===== src/rtl/thor2023_region_loader_pkg.sv =====
// Shared types and constants for the boot-time region-table loader.
package Thor2023Mmupkg;

    typedef enum logic [3:0] {
        IDLE,
        UNLOCK,
        FETCH,
        WRITE,
        VERIFY,
        CHECK,
        NEXT,
        DONE,
        FAIL
    } loader_state_e;

    typedef enum logic [1:0] {
        FLD_PMT  = 2'd0,
        FLD_CTA  = 2'd1,
        FLD_AT   = 2'd2,
        FLD_LOCK = 2'd3
    } rgn_field_e;

    // ASCII lock / unlock keys written into the lock field
    localparam logic [31:0] LOCK = 32'h4C4F_434B;
    localparam logic [31:0] UNLK = 32'h554E_4C4B;

    typedef struct packed {
        logic         cyc;
        logic         stb;
        logic         we;
        logic [31:0]  padr;
        logic [127:0] data1;
    } wb_cmd_request128_t;

    // Byte offset of (region, field) in both the boot table and the region table
    function automatic logic [31:0] tbl_offset(input logic [2:0] rgn, input logic [1:0] fld);
        return {23'd0, rgn, fld, 4'd0};
    endfunction

endpackage


===== src/rtl/thor2023_region_loader_timeout.sv =====
// Down-counter bounding how long a boot-table read may wait for rd_ack.
module Thor2023_loader_timeout #(
    parameter int unsigned TIMEOUT = 255,
    parameter int unsigned CW      = 9
) (
    input  logic clk,
    input  logic rst,
    input  logic load,
    input  logic dec,
    output logic expire
);

    logic [CW-1:0] cnt;

    // Reload at the start of each fetch, count down while waiting
    always_ff @(posedge clk) begin
        if (!rst)
            cnt <= '0;
        else if (load)
            cnt <= CW'(TIMEOUT);
        else if (dec && cnt != '0)
            cnt <= cnt - CW'(1);
    end

    // Expires on the last permitted wait cycle, so the fetch lasts at most TIMEOUT cycles
    assign expire = (cnt <= CW'(1));

endmodule


===== src/rtl/thor2023_region_loader.sv =====
// Copies region descriptors from the boot table into the region table,
// unlocking each region first and verifying its lock word afterwards.
module thor2023_region_loader
    import Thor2023Mmupkg::*;
#(
    parameter int unsigned NREGION    = 8,
    parameter logic [31:0] BOOT_BASE  = 32'hFFFC0000,
    parameter logic [31:0] RGN_BASE   = 32'hFEEF0000,
    parameter int unsigned TIMEOUT    = 255,
    parameter bit          AUTO_START = 1'b1
) (
    input  logic               clk,
    input  logic               rst,
    input  logic               start,
    output logic               rd_req,
    output logic [31:0]        rd_adr,
    input  logic               rd_ack,
    input  logic [127:0]       rd_dat,
    input  logic               rd_err,
    output logic               cs_rgn,
    output wb_cmd_request128_t wbs_req,
    input  logic [127:0]       dati,
    output logic               busy,
    output logic               done,
    output logic               err,
    output logic [2:0]         err_rgn
);

    localparam logic [2:0]  LAST_RGN = 3'(NREGION - 1);
    localparam int unsigned TMO_W    = $clog2(TIMEOUT + 2);

    loader_state_e state, state_nx;
    rgn_field_e    fld, fld_nx;
    logic [2:0]    rgn, rgn_nx;
    logic [127:0]  word, word_nx;
    logic          done_nx, err_nx;
    logic [2:0]    err_rgn_nx;
    logic          auto_pend;
    logic          tmo_load, tmo_dec, tmo_expire;

    Thor2023_loader_timeout #(
        .TIMEOUT (TIMEOUT),
        .CW      (TMO_W)
    ) u_timeout (
        .clk    (clk),
        .rst    (rst),
        .load   (tmo_load),
        .dec    (tmo_dec),
        .expire (tmo_expire)
    );

    // State and datapath registers
    always_ff @(posedge clk) begin
        if (!rst) begin
            state     <= IDLE;
            fld       <= FLD_PMT;
            rgn       <= '0;
            word      <= '0;
            done      <= 1'b0;
            err       <= 1'b0;
            err_rgn   <= '0;
            auto_pend <= AUTO_START;
        end else begin
            state     <= state_nx;
            fld       <= fld_nx;
            rgn       <= rgn_nx;
            word      <= word_nx;
            done      <= done_nx;
            err       <= err_nx;
            err_rgn   <= err_rgn_nx;
            auto_pend <= 1'b0;
        end
    end

    // Next-state logic and bus outputs
    always_comb begin
        state_nx   = state;
        fld_nx     = fld;
        rgn_nx     = rgn;
        word_nx    = word;
        done_nx    = done;
        err_nx     = err;
        err_rgn_nx = err_rgn;
        rd_req     = 1'b0;
        rd_adr     = '0;
        cs_rgn     = 1'b0;
        wbs_req    = '0;
        tmo_load   = 1'b0;
        tmo_dec    = 1'b0;
        busy       = (state != IDLE);

        case (state)
            IDLE: begin
                if (start || auto_pend) begin
                    state_nx = UNLOCK;
                    rgn_nx   = '0;
                    done_nx  = 1'b0;
                    err_nx   = 1'b0;
                end
            end
            UNLOCK: begin
                cs_rgn        = 1'b1;
                wbs_req.cyc   = 1'b1;
                wbs_req.stb   = 1'b1;
                wbs_req.we    = 1'b1;
                wbs_req.padr  = RGN_BASE + tbl_offset(rgn, FLD_LOCK);
                wbs_req.data1 = {96'd0, UNLK};
                fld_nx        = FLD_PMT;
                tmo_load      = 1'b1;
                state_nx      = FETCH;
            end
            FETCH: begin
                rd_req  = 1'b1;
                rd_adr  = BOOT_BASE + tbl_offset(rgn, fld);
                tmo_dec = 1'b1;
                if (rd_ack) begin
                    if (rd_err) begin
                        state_nx = FAIL;
                    end else begin
                        word_nx  = rd_dat;
                        state_nx = WRITE;
                    end
                end else if (tmo_expire) begin
                    state_nx = FAIL;
                end
            end
            WRITE: begin
                cs_rgn        = 1'b1;
                wbs_req.cyc   = 1'b1;
                wbs_req.stb   = 1'b1;
                wbs_req.we    = 1'b1;
                wbs_req.padr  = RGN_BASE + tbl_offset(rgn, fld);
                wbs_req.data1 = word;
                if (fld == FLD_LOCK) begin
                    state_nx = VERIFY;
                end else begin
                    case (fld)
                        FLD_PMT: fld_nx = FLD_CTA;
                        FLD_CTA: fld_nx = FLD_AT;
                        default: fld_nx = FLD_LOCK;
                    endcase
                    tmo_load = 1'b1;
                    state_nx = FETCH;
                end
            end
            VERIFY: begin
                cs_rgn       = 1'b1;
                wbs_req.cyc  = 1'b1;
                wbs_req.stb  = 1'b1;
                wbs_req.padr = RGN_BASE + tbl_offset(rgn, FLD_LOCK);
                state_nx     = CHECK;
            end
            CHECK: begin
                // word still holds the lock field fetched last for this region
                state_nx = (dati == word) ? NEXT : FAIL;
            end
            NEXT: begin
                if (rgn == LAST_RGN) begin
                    state_nx = DONE;
                end else begin
                    rgn_nx   = rgn + 3'd1;
                    state_nx = UNLOCK;
                end
            end
            DONE: begin
                done_nx  = 1'b1;
                state_nx = IDLE;
            end
            FAIL: begin
                err_nx     = 1'b1;
                err_rgn_nx = rgn;
                state_nx   = IDLE;
            end
            default: state_nx = IDLE;
        endcase
    end

endmodule

===== config.mk =====
export PLATFORM = sky130hd
export DESIGN_NAME = thor2023_region_loader
export DESIGN_NICKNAME = d
export VERILOG_FILES = /design/src/rtl/thor2023_region_loader_pkg.sv /design/src/rtl/thor2023_region_loader_timeout.sv /design/src/rtl/thor2023_region_loader.sv
export SDC_FILE = /design/constraint.sdc
export NUM_CORES = 1
export LEC_CHECK = 0
export CELL_PAD_IN_SITES_DETAIL_PLACEMENT = 0
export CELL_PAD_IN_SITES_GLOBAL_PLACEMENT = 2
export CORE_MARGIN = 2
export CORE_UTILIZATION = 18
export DETAILED_ROUTE_END_ITERATION = 8
export PLACE_DENSITY = 0.85
export RECOVER_POWER = 100
export SLEW_MARGIN = 20
export SYNTH_ARGS = -nofsm -noshare
export SYNTH_HDL_FRONTEND = slang
export SYNTH_SLANG_ARGS = --single-unit
export TNS_END_PERCENT = 1

===== constraint.sdc =====
create_clock -name clk -period 1.9 [get_ports clk]
set_input_delay 0.475 -clock clk [delete_from_list [all_inputs] [get_ports clk]]
set_output_delay 0.475 -clock clk [all_outputs]
set_load 0.05 [all_outputs]

==> results of run 1 <==
-- metal layers --
layer  vias up  part of all wire  routed length (um)
met5         -           0.00090                  38
li1       4414                 -                   -
met3        49             0.085                3600
met2       357              0.48               20300
met4         6             0.031                1290
met1      4198              0.40               17000
-- worst paths after layout --
path	startpoint	to	slack (ns)	cells past startpoint
setup / recovery	state[1]	wbs_req[105]	-0.48	7
hold / removal	err_rgn[1]	err_rgn[1]	0.47	2
setup reg to reg	word[45]	state[3]	-0.32	6
hold reg to reg	err_rgn[1]	err_rgn[1]	0.47	2
-- per-stage QoR --
| stage | hold slack [ns] | worst slack, ns | cells | total power, mW |
|---|---|---|---|---|
| 2_1_floorplan | 0.456 | -0.160 | 1109 | 5.96 |
| 3_3_place_gp | 0.449 | -1.86 | 2134 | 8.15 |
| 3_5_place_dp | 0.465 | -1.36 | 2134 | 8.20 |
| 4_1_cts | 0.474 | -0.543 | 2173 | 12.3 |
| 5_1_grt | 0.491 | -0.569 | 2176 | 12.7 |
| 6_report | 0.475 | -0.482 | 2176 | 12.1 |
-- state kept, by name, summed over array words and instances (netlist names) --
signal         flops
auto_pend          1
done               1
err                1
err_rgn            3
fld                2
rgn                3
state              4
u_timeout.cnt      9
word             128
-- area by class of cell --
type | count | area share
tap | 600 | 0.0448
sequential | 152 | 0.182
timing repair buffer | 551 | 0.427
inverter | 5 | 0.00142
clock inverter | 11 | 0.0102
antenna | 2 | 0.000299
clock buffer | 21 | 0.0275
multi-input combinational | 834 | 0.307
-- layout by cell type, fill, tap and decap left out, drive strengths merged, types with 2 or more instances in the layout --
master / n
buf: 279
nand2: 273
clkdlybuf4s50: 255
dfxtp: 152
a21oi: 151
xor2: 133
and2: 122
nor4: 35
clkbuf: 33
conb: 26
o21a: 15
nor2: 14
nand3: 12
nand4: 10
o21ai: 10
nand2b: 6
clkinvlp: 5
ha: 4
bufinv: 4
dlygate4sd2: 4
nor3: 4
clkinv: 4
inv: 3
diode: 2
o2111ai: 2
a31oi: 2
-- cells by family after synthesis --
logic type / Yosys count
buf+inv: 123
compound gates: 185
xor+xnor: 134
simple gates: 485
other cells: 1
fa+ha+maj: 4
flops: 152
-- power by group through the flow --
stage          registers, mW  logic, mW  clock network (mW)
2_1_floorplan           3.52       2.43                   0
4_1_cts                 3.49       4.93                3.92
5_1_grt                 3.51       5.14                4.03
6_report                3.49       4.87                3.78
3_3_place_gp            3.55       4.60                   0
3_5_place_dp            3.55       4.65                   0
-- what timing repair did --
action,in CTS,in global routing
endpoints found under the setup margin,225,236
gates resized for setup,151,15
pin swaps,25,16
buffers inserted,6,0
cloned,1,1
-- cell usage after synthesis, types with 10 or more instances --
master                       n
sky130_fd_sc_hd__a21oi_1   150
sky130_fd_sc_hd__and2_1    122
sky130_fd_sc_hd__buf_2      25
sky130_fd_sc_hd__buf_4      55
sky130_fd_sc_hd__clkbuf_1   37
sky130_fd_sc_hd__dfxtp_1   152
sky130_fd_sc_hd__nand2_1   273
sky130_fd_sc_hd__nand3_1    12
sky130_fd_sc_hd__nand4_1    10
sky130_fd_sc_hd__nor2_1     14
sky130_fd_sc_hd__nor4_1     34
sky130_fd_sc_hd__o21a_1     15
sky130_fd_sc_hd__o21ai_0    10
sky130_fd_sc_hd__xor2_1    133
-- worst max-delay path, stage by stage (launching register included) --
cell,delay (ns)
sky130_fd_sc_hd__dfxtp_2,0.32
sky130_fd_sc_hd__or2b_4,0.28
sky130_fd_sc_hd__nor2_4,0.15
sky130_fd_sc_hd__buf_12,0.16
sky130_fd_sc_hd__buf_12,0.13
sky130_fd_sc_hd__clkbuf_16,0.14
sky130_fd_sc_hd__and2_4,0.15
sky130_fd_sc_hd__buf_12,0.13
==> qor.yml, run 1 <==
synthesis:
  synth.largest_area_cell: "sky130_fd_sc_hd__dfxtp_1"
  synth_top_family_by_area: "simple AND/OR/NAND/NOR gates"
  post_synth_xor_xnor_area: 0.141
  synthTopCellsByArea: "sky130_fd_sc_hd__dfxtp_1, sky130_fd_sc_hd__xor2_1, sky130_fd_sc_hd__nand2_1, sky130_fd_sc_hd__and2_1, sky130_fd_sc_hd__a21oi_1"
  synth_enable_flop_cells: 0
  synth-warning-count: 0
  synth_cell_type_count: 40
  avgSynthCellArea_um2: 7.65
  synth.ff_latch_count: 152
  synth_compound_gate_area_share: 0.120
  synthCells: 1084
  yosys.area_share.simple: 0.281
  muxShareOfSynthArea: 0
  synthArstFlopShare: 0
  synth_top_area_frac: 0.367
  synthesis.area_um2: 8290
  synth_seq_area_share: 0.367
  ys_dominant_reg_cell: "sky130_fd_sc_hd__dfxtp_1"
  post_synth_fa_ha_maj_area_fraction: 0.00603
pwr:
  clock_power_share: 0.311
  power.leakage_nw: 6.65
  internal-power_mw: 7.84
  power.combinational.fraction: 0.401
  switching_share: 0.354
  power.switching_mw: 4.31
  cellPowerDensity_nw_per_um2: 726
  seq_power_share: 0.287
  peakVddDrop_mv: 0.526
timing:
  setup_ws_ns: -0.482
  rsz0062_at_grt: "yes"
  final.period_utilization: 1.25
  clock_skew_ns: 0.0102
  final_max_slew_viol_count: 0
  maxSlewHeadroom: 0.477
  setup_tns_ns: -66.57
  slew_at_the_pin_closest_to_its_max_slew_limit_ns: 0.781
  hold_viol: 0
  timing.fmax_mhz: 420
  total_setup_violations_reported_at_the_end_of_the_flow: 186
  timing.final.crit_period_ns: 2.38
clocking:
  clock-sinks: 152
  cts_max_path_buffers: 2
  clock_buffer_count_from_cts: 17
  tritoncts: "done"
  clock_insertion_delay_worst_skew_ns: 0.45
  clk_transition_reported_paths_ns: 0.06
  postCtsHoldBufs: 0
  cts-htree-levels: 4
  clockRootBuffer: "sky130_fd_sc_hd__clkbuf_16"
run_status:
  run_status: "complete, but fails checks"
  violated_checks: "negative setup slack"
flow_run:
  maxcap_viol_count: 0
worst_setup_path:
  timing.critical_path.to_type: "output pin"
  worst-setup-path-type: "flip-flop to output pin"
  worstPathArrival_ns: 1.91
  critical_path.startpoint_type: "flip-flop"
  worstPathRequired_ns: 1.42
  worstPathMaxFanout: 6
cells_and_area:
  finish.net_count: 1826
  final.fill_count: 4597
  multi_input_area_um2: 5130
  layout_cells_sized_above_1: 0.310
  finish.instance_area_um2: 16700
  area_growth_pct: 102
  final_core_util: 0.368
  sequential_cell_area_um2: 3050
routing:
  dr.pass1.iters: 4
  wirelength_mm: 42.3
  drt.antenna.violating_nets: 0
  number_of_design_rule_violations_left_by_the_first_detailed_router_iteration: 441
  route.vias.total: 9024
  drt-vias-per-instance: 4.15
  routedWlPerCell_um: 19.4
  drc: 0
placement:
  io_buffer_count: 437
  place.detailed.hpwl_mm: 33.9
  finalWeightedCongestion: 0.868
  placed_cell_areas_um2: 15500
floorplan:
  floorplan.die.width_um: 219
  full_die_area_um2: 47800
  effective_utilization_at_floorplan: 0.182
  ioPinCount: 464
  std_cell_rows: 78
  fp.dieH_um: 219
  coreArea_um2: 45500
grt:
  first_global_vias: 9354
  globalRouteMet1Util: 0.203
  wire_length_of_the_first_global_routing_pass_mm: 60.0
  grt.overflow.total: 0
  grt.busiest_layer: "met2"
  grt_start_max_net_pins: 77
  gr-usage-met3: 0.0636
  groute.layer.met2.usage: 0.290
  grt_resource_usage_total: 0.175
  initial_antenna_violation_count: 5
worst_hold_path:
  worst_hold_path_type: "flip-flop to flip-flop"
Power figures use the tool's default switching activity.
==> run 2, diff against run 1 <==
CORE_UTILIZATION = 20   (was 18)
PLACE_DENSITY = 0.89   (was 0.85)
clock period = 2.6 ns   (was 1.9 ns; I/O delays follow)
==> run 2 against run 1 <==
  * The run now ends clean
  * Clock-buffer cell count down 1
  * Critical path depth unchanged
  * Flip-flop and latch count unchanged
  * Critical path type unchanged
==> qor.yml, run 2 (synthesis gave the netlist of run 1 again) <==
cells_and_area:
  final.fill_count: 4103  # -11%
  multi_input_area_um2: 5010  # -2.5%
  instances_no_fill: 2055  # -5.6%
  layout.cells.most_common_list: "sky130_fd_sc_hd__nand2_1, sky130_fd_sc_hd__clkdlybuf4s50_1, sky130_fd_sc_hd__buf_12, sky130_fd_sc_hd__a21oi_1, sky130_fd_sc_hd__dfxtp_1"
  finish.net_count: 1770  # -3.1%
  largest_registers_ranked_by_flip_flop_count: "word: 128 flops, u_timeout.cnt: 9 flops, state: 4 flops"
  most_common_library_cell_in_the_layout_ignoring_fill_and_taps: "sky130_fd_sc_hd__nand2_1"
  layout_cells_sized_above_1: 0.256  # -0.0538
  area_growth_pct: 94.3
  reg_with_most_ffs: "word"
  largest_reg_flops: 128  # unchanged
  sequential_cell_area_um2: 3050  # about the same
placement:
  place.detailed.instances: 1999  # -6.3%
  pre_cts_slack_ns: -1.00  # +0.356 ns
  io_buffer_count: 437  # unchanged
  place.detailed.hpwl_mm: 32.5  # -4.2%
  finalWeightedCongestion: 0.839  # -3.4%
worst_setup_path:
  worst-path-buf-inv: 4  # unchanged
  worst-setup-path-type: "flip-flop to output pin"
  timing.critical_path.slowest_stage_cell: "sky130_fd_sc_hd__dfxtp_2"
  timing.critical_path.to_type: "output pin"
  r2r_slack_ns: 0.24  # +0.56 ns
  cell_occurring_most_often_along_the_worst_timing_path: "sky130_fd_sc_hd__buf_12"
  worstPathArrival_ns: 1.94  # +0.03 ns
  timing.reg2reg.worst_path_depth: 7  # +1
  critical_path.startpoint_type: "flip-flop"
  rr_endpoint: "state[3]"
  worstPathRequired_ns: 1.95  # +0.53 ns
  crit_path_max_incr_delay_ns: 0.33  # about the same
  timing.critical_path.cells: "or2b_4, nor2_4, buf_12, buf_12, buf_16, and2_4, buf_12"
  timing.critical_path.max_delay_family: "simple AND/OR/NAND/NOR gates"
  worstPathMaxFanout: 6  # unchanged
  reg2reg_from: "word[62]"
routing:
  number_of_design_rule_violations_left_by_the_first_detailed_router_iteration: 352  # -20%
  wirelength_mm: 42.4  # +0.20%
  dr.pass1.iters: 4  # unchanged
  drt.antenna.violating_nets: 0  # unchanged
  routedWlPerCell_um: 20.6  # +6.1%
  drc: 0  # unchanged
  route.vias.total: 8823  # -2.2%
  drt-vias-per-instance: 4.29  # +3.5%
floorplan:
  floorplan.die.width_um: 208  # -5.0%
  fp.dieH_um: 208  # -5.0%
  effective_utilization_at_floorplan: 0.203  # +0.0203
  coreArea_um2: 40900  # -10%
  std_cell_rows: 74  # -5.1%
  full_die_area_um2: 43100  # -9.8%
  ioPinCount: 464  # unchanged
clocking:
  cts-htree-levels: 4  # unchanged
  cts_max_path_buffers: 2  # unchanged
  tritoncts: "done"
  clock_insertion_delay_worst_skew_ns: 0.45  # about the same
  clockRootBuffer: "sky130_fd_sc_hd__clkbuf_16"
  clock_buffer_count_from_cts: 17  # unchanged
  clk_transition_reported_paths_ns: 0.07  # about the same
  clock-sinks: 152  # unchanged
timing:
  timing.fmax_mhz: 386
  final.period_utilization: 0.997
  setup_tns_ns: 0  # +66.57 ns
  setup_ws_ns: 0.00768  # +0.489 ns
  rsz0062_at_grt: "yes"
  timing.final.crit_period_ns: 2.59
  total_setup_violations_reported_at_the_end_of_the_flow: 0  # -100%
  clock_skew_ns: 0.0112  # +0.00106 ns
  final_max_slew_viol_count: 0  # unchanged
  hold_viol: 0  # unchanged
  maxSlewHeadroom: 0.460  # -0.0168
  slew_at_the_pin_closest_to_its_max_slew_limit_ns: 0.805  # +0.0234 ns
grt:
  grt.overflow.total: 0  # unchanged
  grt_resource_usage_total: 0.190  # +0.0151
  initial_antenna_violation_count: 7  # +2
  grt_start_max_net_pins: 72  # -6.5%
  first_global_vias: 8783  # -6.1%
  wire_length_of_the_first_global_routing_pass_mm: 59.9  # -0.21%
worst_hold_path:
  worst_hold_path_type: "flip-flop to flip-flop"
  hold-path-endpoint: "err_rgn[0]"
  min_from: "err_rgn[0]"
  whs_path_depth: 2  # unchanged
run_status:
  run_status: "completed"
pwr:
  peakVddDrop_mv: 0.458  # -13%
  power.leakage_nw: 6.29  # -5.4%
  post-layout-total-power_mw: 8.58  # -29%
  cellPowerDensity_nw_per_um2: 532  # -27%
flow_run:
  maxcap_viol_count: 0  # unchanged
## run 2: cell count changes in the layout (fill, tap and decap cells not counted), sizes merged
cell	previous run	this run
buf	279	220
bufinv	4	1
clkbuf	33	30
clkdlybuf4s50	255	259
clkinvlp	5	6
diode	2	5
dlygate4sd2	4	0
dlygate4sd3	1	6
inv	3	6
## run 2: what timing repair did
item	in CTS	in global routing
gates resized for setup	114	27
endpoints found under the setup margin	155	126
gates cloned	4	3
buffers inserted	6	6
pin swaps	21	7
hold buffers	0	0
## run 2: worst max-delay path by stage
stage               startpoint           end  slack, ns  cells after the start
floorplan             state[2]  wbs_req[134]      -0.16                      4
global placement      dati[69]      state[3]      -1.09                      9
detailed placement    dati[69]      state[3]      -1.00                      9
CTS                   state[0]  wbs_req[134]      -0.09                      7
global route          state[1]   wbs_req[52]      -0.08                      7
finish                state[1]   wbs_req[52]      0.008                      7
## run 2: power breakdown
group          internal [mW]  switching [mW]
Clock                   1.40            1.15
Combinational           1.57            1.90
Sequential              2.44           0.117
Total                   5.42            3.16
## run 2: stage by stage
stage | instance area [um^2] | hold slack, ns | util
2_1_floorplan | 8390 | 0.456 | -
3_3_place_gp | 14900 | 0.447 | 0.363
3_5_place_dp | 14900 | 0.450 | 0.363
4_1_cts | 16000 | 0.460 | 0.390
5_1_grt | 16100 | 0.494 | 0.394
6_report | 16100 | 0.455 | 0.394
## run 2: area by class of cell
class / instances / area share
clock inverters: 12 / 0.00722
repair buffers: 495 / 0.421
well taps: 532 / 0.0413
flip-flops and latches: 152 / 0.189
diodes: 5 / 0.000776
clock buffers: 20 / 0.0290
multi-input cells: 834 / 0.311
inverters: 5 / 0.00124
## run 2: worst reg2reg max path, cell delays in order (launching register included)
cell and delay, ns:
sky130_fd_sc_hd__dfxtp_1 0.57, sky130_fd_sc_hd__xor2_1 0.15, sky130_fd_sc_hd__nor4_2 0.50, sky130_fd_sc_hd__nand4_1 0.19, sky130_fd_sc_hd__nor4_2 0.37, sky130_fd_sc_hd__buf_4 0.18, sky130_fd_sc_hd__a21boi_0 0.09, sky130_fd_sc_hd__o21ba_2 0.21
## run 2: metal layers
layer | part of all wire | vias to the layer above | global-route usage
met5 | 0.00024 | - | 0
met4 | 0.025 | 2 | 0.0584
met3 | 0.076 | 45 | 0.0675
met2 | 0.50 | 353 | 0.331
met1 | 0.40 | 4115 | 0.217
li1 | - | 4308 | -
==> run 3, diff against run 2 <==
PLACE_DENSITY = 0.86   (was 0.89)
==> run 3 against run 2 <==
  * Final area decreased by 0.51%
  * Clock power about the same
  * Setup slack improved by 0.049 ns
  * Wire length is 1.3% lower
  * Cell count up 0.15%
  * Via count hardly changed
  * Clock-buffer cell count is 1 higher
  * Utilization decreased by 0.20 points
  * First-iteration DRC count increased by 0.28%
  * Critical endpoint is now wbs_req[99]
==> qor.yml, run 3 (synthesis gave the netlist of run 1 again) <==
floorplan:
  full_die_area_um2: 43100  # unchanged
  ioPinCount: 464  # unchanged
  coreArea_um2: 40900  # unchanged
  floorplan.die.width_um: 208  # unchanged
  fp.dieH_um: 208  # unchanged
  std_cell_rows: 74  # unchanged
  effective_utilization_at_floorplan: 0.203  # unchanged
timing:
  final_max_slew_viol_count: 0  # unchanged
  clock_skew_ns: 0.0108  # -0.000436 ns
  setup_tns_ns: 0  # unchanged
  total_setup_violations_reported_at_the_end_of_the_flow: 0  # unchanged
  slew_at_the_pin_closest_to_its_max_slew_limit_ns: 0.845  # +0.0401 ns
  timing.final.crit_period_ns: 2.54  # -0.0489 ns
  final.period_utilization: 0.978  # -0.0188
  rsz0062_at_grt: "yes"
  hold_viol: 0  # unchanged
  maxSlewHeadroom: 0.435  # -0.0257
  timing.fmax_mhz: 393  # +1.9%
pwr:
  power.switching_mw: 3.11  # -1.8%
  clock_power_share: 0.301  # +0.004
  peakVddDrop_mv: 0.453  # -1.2%
  power.leakage_nw: 6.32  # +0.44%
  internal-power_mw: 5.45  # +0.68%
  switching_share: 0.363  # -0.00574
  seq_power_share: 0.300  # +0.002
  cellPowerDensity_nw_per_um2: 534  # +0.29%
  power.combinational.fraction: 0.399  # -0.006
  post-layout-total-power_mw: 8.56  # -0.23%
worst_setup_path:
  critical_path.startpoint: "state[1]"
  worstPathArrival_ns: 1.89  # -0.05 ns
  worst-path-buf-inv: 3  # -1
  critical_path.startpoint_type: "flip-flop"
  worstPathRequired_ns: 1.95  # about the same
  worstPathMaxFanout: 8  # +2
  timing.reg2reg.worst_path_depth: 7  # unchanged
  cell_occurring_most_often_along_the_worst_timing_path: "sky130_fd_sc_hd__buf_12"
  timing.critical_path.slowest_stage_cell: "sky130_fd_sc_hd__dfxtp_2"
  worst-setup-path-type: "flip-flop to output pin"
  rr_endpoint: "state[3]"
  crit_path_max_incr_delay_ns: 0.32  # about the same
  reg2reg_from: "word[62]"
  timing.critical_path.cells: "or2b_4, nor2_4, buf_12, buf_8, and2_1, buf_12"
  setup.worst_path.end: "wbs_req[99]"
  timing.critical_path.max_delay_family: "simple AND/OR/NAND/NOR gates"
  cp_num_cells: 6  # -1
  r2r_slack_ns: 0.26  # +0.02 ns
  timing.critical_path.to_type: "output pin"
clocking:
  cts-htree-levels: 4  # unchanged
  postCtsHoldBufs: 0  # unchanged
  clock_buffer_count_from_cts: 17  # unchanged
  clk_transition_reported_paths_ns: 0.07  # about the same
  tritoncts: "done"
  cts_max_path_buffers: 2  # unchanged
  clockRootBuffer: "sky130_fd_sc_hd__clkbuf_16"
  clock_insertion_delay_worst_skew_ns: 0.45  # about the same
  clock-sinks: 152  # unchanged
cells_and_area:
  final_core_util: 0.392  # -0.00202
  finish.instance_area_um2: 16000  # -0.51%
  layout_cells_sized_above_1: 0.245  # -0.0110
  largest_reg_flops: 128  # unchanged
  reg_with_most_ffs: "word"
  most_common_library_cell_in_the_layout_ignoring_fill_and_taps: "sky130_fd_sc_hd__nand2_1"
  largest_registers_ranked_by_flip_flop_count: "word: 128 flops, u_timeout.cnt: 9 flops, state: 4 flops"
  finish.net_count: 1777  # +0.40%
  layout.cells.most_common_list: "sky130_fd_sc_hd__nand2_1, sky130_fd_sc_hd__clkdlybuf4s50_1, sky130_fd_sc_hd__buf_12, sky130_fd_sc_hd__a21oi_1, sky130_fd_sc_hd__dfxtp_1"
  area_growth_pct: 93.3
routing:
  drt.antenna.violating_nets: 0  # unchanged
  drt-vias-per-instance: 4.29  # -0.11%
  drc: 0  # unchanged
  wirelength_mm: 41.8  # -1.3%
  route.vias.total: 8826  # +0.034%
  number_of_design_rule_violations_left_by_the_first_detailed_router_iteration: 353  # +0.28%
  routedWlPerCell_um: 20.3  # -1.5%
  dr.pass1.iters: 4  # unchanged
grt:
  wire_length_of_the_first_global_routing_pass_mm: 59.1  # -1.4%
  first_global_vias: 8779  # -0.046%
  initial_antenna_violation_count: 3  # -4
  groute.layer.met2.usage: 0.330  # -0.000690
  globalRouteMet1Util: 0.216  # -0.00136
  grt.busiest_layer: "met2"
  grt_start_max_net_pins: 47  # -35%
  grt.overflow.total: 0  # unchanged
  gr-usage-met3: 0.0605  # -0.00696
  grt_resource_usage_total: 0.188  # -0.00183
worst_hold_path:
  worst_hold_path_type: "flip-flop to flip-flop"
placement:
  finalWeightedCongestion: 0.840  # +0.17%
  io_buffer_count: 437  # unchanged
  place.detailed.hpwl_mm: 32.8  # +1.1%
  placed_cell_areas_um2: 15000  # +1.3%
run_status:
  run_status: "completed"
flow_run:
  maxcap_viol_count: 0  # unchanged
-- run 3: worst min-delay path by stage --
stage / start / slack [ns] / to / cells past startpoint
6_report: err_rgn[1] / 0.46 / err_rgn[1] / 2
5_1_grt: err_rgn[1] / 0.48 / err_rgn[1] / 2
4_1_cts: err_rgn[1] / 0.46 / err_rgn[1] / 2
3_5_place_dp: err_rgn[1] / 0.45 / err_rgn[1] / 2
3_3_place_gp: err_rgn[0] / 0.44 / err_rgn[0] / 2
2_1_floorplan: word[100] / 0.46 / word[100] / 2
-- run 3: repair_timing --
action / CTS / global route
resized for setup: 93 / 21
cloned: 2 / 0
pin swaps: 1 / 1
endpoints found under the setup margin: 153 / 128
buffers inserted: 5 / 5
-- run 3: cell type report --
cell class | instances | area, um^2
clock inverters | 11 | 124
fillers | 4183 | 24900
repair buffers | 502 | 6740
flip-flops and latches | 152 | 3050
well taps | 532 | 666
diodes | 1 | 2.50
multi-input cells | 834 | 4970
clock buffers | 21 | 460
inverters | 5 | 22.5
-- run 3: metrics by stage --
step	std cells	hold WS (ns)	worst slack (ns)
after detailed placement	2014	0.452	-1.10
after floorplan	1109	0.456	-0.156
after global placement	2014	0.443	-1.07
final	2058	0.457	0.0566
after CTS	2052	0.461	-0.0373
after global routing	2058	0.480	-0.0402
-- run 3: worst reg2reg max path: cells and delay by family, from the launching register on --
kind	cells	cell delay (ns)
simple gates	3	1.01
flops	1	0.48
compound gates	2	0.37
xor+xnor	1	0.19
buf+inv	1	0.19
-- run 3: routing by layer --
metal / vias up / wire length, um
met4: 2 / 1150
met5: - / 13
met3: 41 / 2940
met1: 4158 / 16900
li1: 4308 / -
met2: 317 / 20800
-- run 3: power groups by stage --
stage                     clock network (mW)  logic (mW)  registers (mW)
after floorplan                            0        1.75            2.57
after global placement                     0        3.38            2.61
after detailed placement                   0        3.39            2.61
after CTS                               2.67        3.47            2.56
after global routing                    2.75        3.58            2.58
final                                   2.58        3.42            2.57
